## src/rtl/i2c_reg_master.sv

```systemverilog
// i2c_reg_master: turns one register read/write request into a complete
// I2C transaction by sequencing the cmd_*/data_* inputs of the bit engine,
// and returns read data plus ACK/timeout status on a response channel.
module i2c_reg_master #(
    parameter int GAP_CYCLES     = 64,
    parameter int TIMEOUT_CYCLES = 200_000
) (
    input  logic        clk,
    input  logic        reset,
    input  logic        req_valid,
    output logic        req_ready,
    input  logic        req_write,
    input  logic        req_hs,
    input  logic [6:0]  req_dev,
    input  logic [7:0]  req_reg,
    input  logic [1:0]  req_len,
    input  logic [31:0] req_wdata,
    output logic        rsp_valid,
    input  logic        rsp_ready,
    output logic [31:0] rsp_rdata,
    output logic [2:0]  rsp_err,
    output logic        cmd_active,
    output logic        cmd_high_speed,
    output logic [6:0]  cmd_addr,
    output logic        cmd_read,
    input  logic        addr_err,
    output logic        data_valid,
    input  logic        data_ready,
    output logic [7:0]  data_in,
    input  logic [7:0]  data_out,
    input  logic        data_err
);

    localparam int GAP_W = $clog2(GAP_CYCLES + 1);
    localparam int TO_W  = $clog2(TIMEOUT_CYCLES + 1);
    localparam logic [GAP_W-1:0] GAP_LAST = GAP_W'(GAP_CYCLES - 1);
    localparam logic [TO_W-1:0]  TO_LAST  = TO_W'(TIMEOUT_CYCLES - 1);

    typedef enum logic [2:0] {IDLE, PTR, WDATA, GAP, RDATA, STOP, RESP} state_t;

    state_t           state;
    logic             wr;
    logic [1:0]       len;
    logic [31:0]      wdata;
    logic [1:0]       idx;
    logic [1:0]       idx_nx;
    logic [GAP_W-1:0] gap_cnt;
    logic [TO_W-1:0]  to_cnt;

    assign idx_nx = idx + 2'd1;

    // Transaction sequencer: phases, byte handshake, error/timeout abort and response.
    always_ff @(posedge clk) begin
        if (reset) begin
            state      <= IDLE;
            req_ready  <= 1'b1;
            rsp_valid  <= 1'b0;
            rsp_rdata  <= '0;
            rsp_err    <= '0;
            cmd_active <= 1'b0;
            cmd_read   <= 1'b0;
            data_valid <= 1'b0;
            data_in    <= '0;
            idx        <= '0;
            gap_cnt    <= '0;
            to_cnt     <= '0;
        end else begin
            case (state)
                IDLE: begin
                    if (req_valid) begin
                        wr             <= req_write;
                        len            <= req_len;
                        wdata          <= req_wdata;
                        req_ready      <= 1'b0;
                        rsp_err        <= '0;
                        rsp_rdata      <= '0;
                        cmd_active     <= 1'b1;
                        cmd_read       <= 1'b0;
                        cmd_addr       <= req_dev;
                        cmd_high_speed <= req_hs;
                        data_in        <= req_reg;
                        data_valid     <= 1'b1;
                        to_cnt         <= '0;
                        state          <= PTR;
                    end
                end
                PTR: begin
                    if (data_ready) begin
                        data_valid <= 1'b0;
                        if (addr_err || data_err) begin
                            // Register byte rejected: no data phase, close the bus.
                            rsp_err    <= {1'b0, data_err, addr_err};
                            cmd_active <= 1'b0;
                            gap_cnt    <= '0;
                            state      <= STOP;
                        end else if (wr) begin
                            data_in <= wdata[7:0];
                            idx     <= '0;
                            state   <= WDATA;
                        end else begin
                            // Read: STOP after the pointer, repeated transaction follows.
                            cmd_active <= 1'b0;
                            gap_cnt    <= '0;
                            state      <= GAP;
                        end
                    end else if (to_cnt == TO_LAST) begin
                        rsp_err[2] <= 1'b1;
                        data_valid <= 1'b0;
                        cmd_active <= 1'b0;
                        gap_cnt    <= '0;
                        state      <= STOP;
                    end else begin
                        to_cnt <= to_cnt + TO_W'(1);
                    end
                end
                WDATA: begin
                    if (!data_valid) begin
                        // One idle cycle after each byte, then offer the next one.
                        data_valid <= 1'b1;
                        to_cnt     <= '0;
                    end else if (data_ready) begin
                        data_valid <= 1'b0;
                        if (data_err || idx == len) begin
                            rsp_err[1] <= data_err;
                            cmd_active <= 1'b0;
                            gap_cnt    <= '0;
                            state      <= STOP;
                        end else begin
                            idx     <= idx_nx;
                            data_in <= wdata[{idx_nx, 3'b000} +: 8];
                        end
                    end else if (to_cnt == TO_LAST) begin
                        rsp_err[2] <= 1'b1;
                        data_valid <= 1'b0;
                        cmd_active <= 1'b0;
                        gap_cnt    <= '0;
                        state      <= STOP;
                    end else begin
                        to_cnt <= to_cnt + TO_W'(1);
                    end
                end
                GAP: begin
                    cmd_read <= 1'b1;
                    if (gap_cnt == GAP_LAST) begin
                        cmd_active <= 1'b1;
                        data_valid <= 1'b1;
                        to_cnt     <= '0;
                        idx        <= '0;
                        state      <= RDATA;
                    end else begin
                        gap_cnt <= gap_cnt + GAP_W'(1);
                    end
                end
                RDATA: begin
                    if (!data_valid) begin
                        data_valid <= 1'b1;
                        to_cnt     <= '0;
                    end else if (data_ready) begin
                        data_valid <= 1'b0;
                        if (idx == 2'd0 && addr_err) begin
                            // Read address NACKed: the received byte is meaningless.
                            rsp_err[0] <= 1'b1;
                            cmd_active <= 1'b0;
                            gap_cnt    <= '0;
                            state      <= STOP;
                        end else begin
                            rsp_rdata[{idx, 3'b000} +: 8] <= data_out;
                            if (idx == len) begin
                                cmd_active <= 1'b0;
                                gap_cnt    <= '0;
                                state      <= STOP;
                            end else begin
                                idx <= idx_nx;
                            end
                        end
                    end else if (to_cnt == TO_LAST) begin
                        rsp_err[2] <= 1'b1;
                        data_valid <= 1'b0;
                        cmd_active <= 1'b0;
                        gap_cnt    <= '0;
                        state      <= STOP;
                    end else begin
                        to_cnt <= to_cnt + TO_W'(1);
                    end
                end
                STOP: begin
                    // Give the engine time to put STOP on the bus before responding.
                    if (gap_cnt == GAP_LAST) begin
                        rsp_valid <= 1'b1;
                        state     <= RESP;
                    end else begin
                        gap_cnt <= gap_cnt + GAP_W'(1);
                    end
                end
                RESP: begin
                    if (rsp_ready) begin
                        rsp_valid <= 1'b0;
                        req_ready <= 1'b1;
                        state     <= IDLE;
                    end
                end
                default: state <= IDLE;
            endcase
        end
    end

endmodule

```

## config.mk

```make
export PLATFORM = sky130hd
export DESIGN_NAME = i2c_reg_master
export DESIGN_NICKNAME = d
export VERILOG_FILES = /design/src/rtl/i2c_reg_master.sv
export SDC_FILE = /design/constraint.sdc
export NUM_CORES = 1
export LEC_CHECK = 0
export BUFFER_PORTS_ARGS = -buffer_cell sky130_fd_sc_hd__buf_4
export CAP_MARGIN = 20
export CORE_UTILIZATION = 59
export DETAILED_ROUTE_END_ITERATION = 8
export PLACE_DENSITY = 0.84
export SYNTH_ARGS = -nofsm -noshare
export SYNTH_HDL_FRONTEND = slang
export SYNTH_SLANG_ARGS = --single-unit
```

## constraint.sdc

```tcl
create_clock -name clk -period 13.8 [get_ports clk]
set_input_delay 0 -clock clk [delete_from_list [all_inputs] [get_ports clk]]
set_output_delay 0 -clock clk [all_outputs]
set_load 0.02 [all_outputs]
```

==> metrics <==
layout cell share with drive strength beyond 1=0.262; Root Driver=clkbuf_8; global placer's final weighted congestion=around 0.85; Static Leak=2.91 nW; fin area=~8000 um2; start point of the critical path=idx[0]; Crit Path Max Fanout=18; Simple-Gate Fraction of Synth Area=0.186; Clock Sinks=121; Worst Skew=around 0.016 ns; DRT Pass-1 Iters=6; Post-synth EDFFs=43; fin. max-slew vios=0; CORE AREA=a little over 9000 um2; Skew-Pair Late Insertion Delay=about 0.54 ns; Area contributors post-synth=dfxtp_1 27%, edfxtp_1 23%, nor2_1 4.1%, a21oi_1 3.3%, a22oi_1 3.2%; Syn Nets=630; largest family of logic cells by synthesized area=simple AND/OR/NAND/NOR gates; Max-cap violations=0; Fin. Hold Viols=0; Netlist cell types=76; Post-DP Area=6580 um2; most numerous cell in the Yosys netlist=dfxtp_1; post-synthesis mux area share=0.0352; Reg area=2850 um2; crit start category=register; setup violators final=0; # fillers=roughly 460; worst r2r src=idx[0]; CTS tree=built; Die ar.=10000 um2; PortBufs=121; Worst Setup End Kind=register; Multi-input gate area=around 2600 um2; status=finished clean; GR Overflow Total=0; Critical Path End=rsp_rdata[15]; Commonest cells post-synth=78 x dfxtp_1, 62 x nor2_1, 43 x edfxtp_1; clock buffer depth=2; fin crit share=0.251; Crit path required time=14.27 ns; IO Count=122; flop-to-flop setup slack=about 10 ns; Synth Area in XOR/XNOR=0.0260; Core Rows=35; Reg clk slew, reported paths=~0.060 ns; number of global-route vias before repair=approximately 5400; Post-Syn Instances=557; main flop type after synthesis=dfxtp_1; Seq cells post-synth=between 100 and 150; pin slew with the least headroom to its limit=1.05 ns; Adder-Cell Fraction of Synth Area=0.0172; worst hold path type=input port to register; Mean Syn Cell Area=10.2 um2; pin count of the biggest net entering global routing=67; setup TNS=0 ns; Compound-Gate Fraction of Synth Area=0.184; asr flop ratio synth=0; sequential share of the synthesized area=0.501; Worst R2R End=rsp_rdata[15]; Setup WS pre-CTS=10.90 ns; PwrDens=169 nW/um2; diode count=0; Worst slew margin=0.302; global-route wire length before repair=approximately 28000 um; largest area contributor in the synthesized netlist=dfxtp_1; arrival time worst endpoint=between 3 and 4 ns; Area growth syn-to-layout=37.6%; yosys warns=0; Setup Buffers After CTS=0; CTS buffer count=17; initial antenna violation count=0; total number of vias=5517; Final #Nets=~800; Routed Antenna Nets=0; fin worst setup slack=10.33 ns; residual DRC count=0; final wirelength=18000 um; Synth top area share=0.274; Initial Util=0.613; RSZ-0062 raised after global routing=no; mapped cell area=between 5000 and 6000 um2; Die H=100 um; DP HPWL=9410 um; All-Layer GR Usage=0.372; H-tree depth=4; DRT iter0 DRCs=~480; post-DR wirelength/cell=20.6 um; kind of critical path=register to register; Final min period=3.47 ns; DR vias/cell=about 6.3; FF-to-FF path depth=9; Max Freq=288 MHz; Post-CTS Resized=0; Die X=100 um; maximum VDD drop=0.119 mV
## per-stage QoR
step	util	power, mW	hold WS, ns	instances
after floorplan	-	0.752	0.0989	557
after global placement	0.709	0.821	0.179	773
after detailed placement	0.709	0.837	0.179	773
after CTS	0.843	1.29	0.0284	871
after global routing	0.843	1.37	0.0922	872
final	0.843	1.33	0.0764	872
## cell usage in the layout (no fill, tap or decap), types with 13 or more instances in the layout
| cell type | instances |
|---|---|
| buf_4 | 125 |
| dfxtp_1 | 78 |
| dlygate4sd3_1 | 66 |
| nor2_1 | 62 |
| edfxtp_1 | 43 |
| a21oi_1 | 38 |
| nand2_1 | 32 |
| o21ai_0 | 31 |
| nand3_1 | 26 |
| a22oi_1 | 24 |
| inv_1 | 18 |
| clkbuf_16 | 16 |
| nor3_1 | 15 |
| xnor2_1 | 13 |
## worst max-delay path: stages, from the launching register on
cell	delay [ns]
dfxtp_1	1.01
inv_1	0.23
ha_1	0.33
nand2_1	0.19
a21oi_1	0.09
or2_1	0.36
nor3_4	0.41
a22oi_1	0.12
nor2_1	0.10
dlygate4sd3_1	0.55
## routing by layer
metal  up-vias  wire [um]  track usage
met1      2585       6560        0.443
li1       2413          -            -
met3        92       1720       0.0891
met5         -          0            0
met2       427       8920        0.613
met4         0        770        0.220
## layout make-up
class	instances	area share
Clock buffer	21	0.0548
Timing Repair Buffer	191	0.204
Sequential cell	121	0.364
Tap cell	129	0.0206
Multi-Input combinational cell	379	0.327
Clock inverter	11	0.0190
Inverter	20	0.00991
## sequential cells by signal (all words and copies together), names as in the netlist, 2 cells and up
register and flops:
len 2, cmd_addr 7, data_in 8, idx 2, state 3, gap_cnt 7, wdata 32, rsp_err 3
to_cnt 18, rsp_rdata 32
## repair_timing
action | 4_1_cts | 5_1_grt
hold endpoints to repair | 92 | 0
endpoints found under the setup margin | 0 | 0
hold buffers | 66 | 0
## how the worst min path moves through the flow
stage,startpoint,to,slack (ns),depth (start not counted)
final,addr_err,state[1],0.08,5
after global routing,addr_err,state[1],0.09,5
after CTS,addr_err,state[1],0.03,5
after detailed placement,req_dev[0],cmd_addr[0],0.18,1
after global placement,req_wdata[25],wdata[25],0.18,1
after floorplan,req_dev[0],cmd_addr[0],0.1,0
## kinds of logic after synthesis
| group | Yosys count |
|---|---|
| compound gates | 150 |
| xor+xnor | 16 |
| fa+ha+maj | 8 |
| buf+inv | 57 |
| flops | 121 |
| mux | 10 |
| simple gates | 195 |
## where the power goes
part	total, mW	internal [mW]	switching (mW)
logic	0.422	0.157	0.264
registers	0.462	0.415	0.0469
clock network	0.442	0.275	0.167
total	1.33	0.847	0.478
Note: power is estimated with default switching activity, not from simulation.
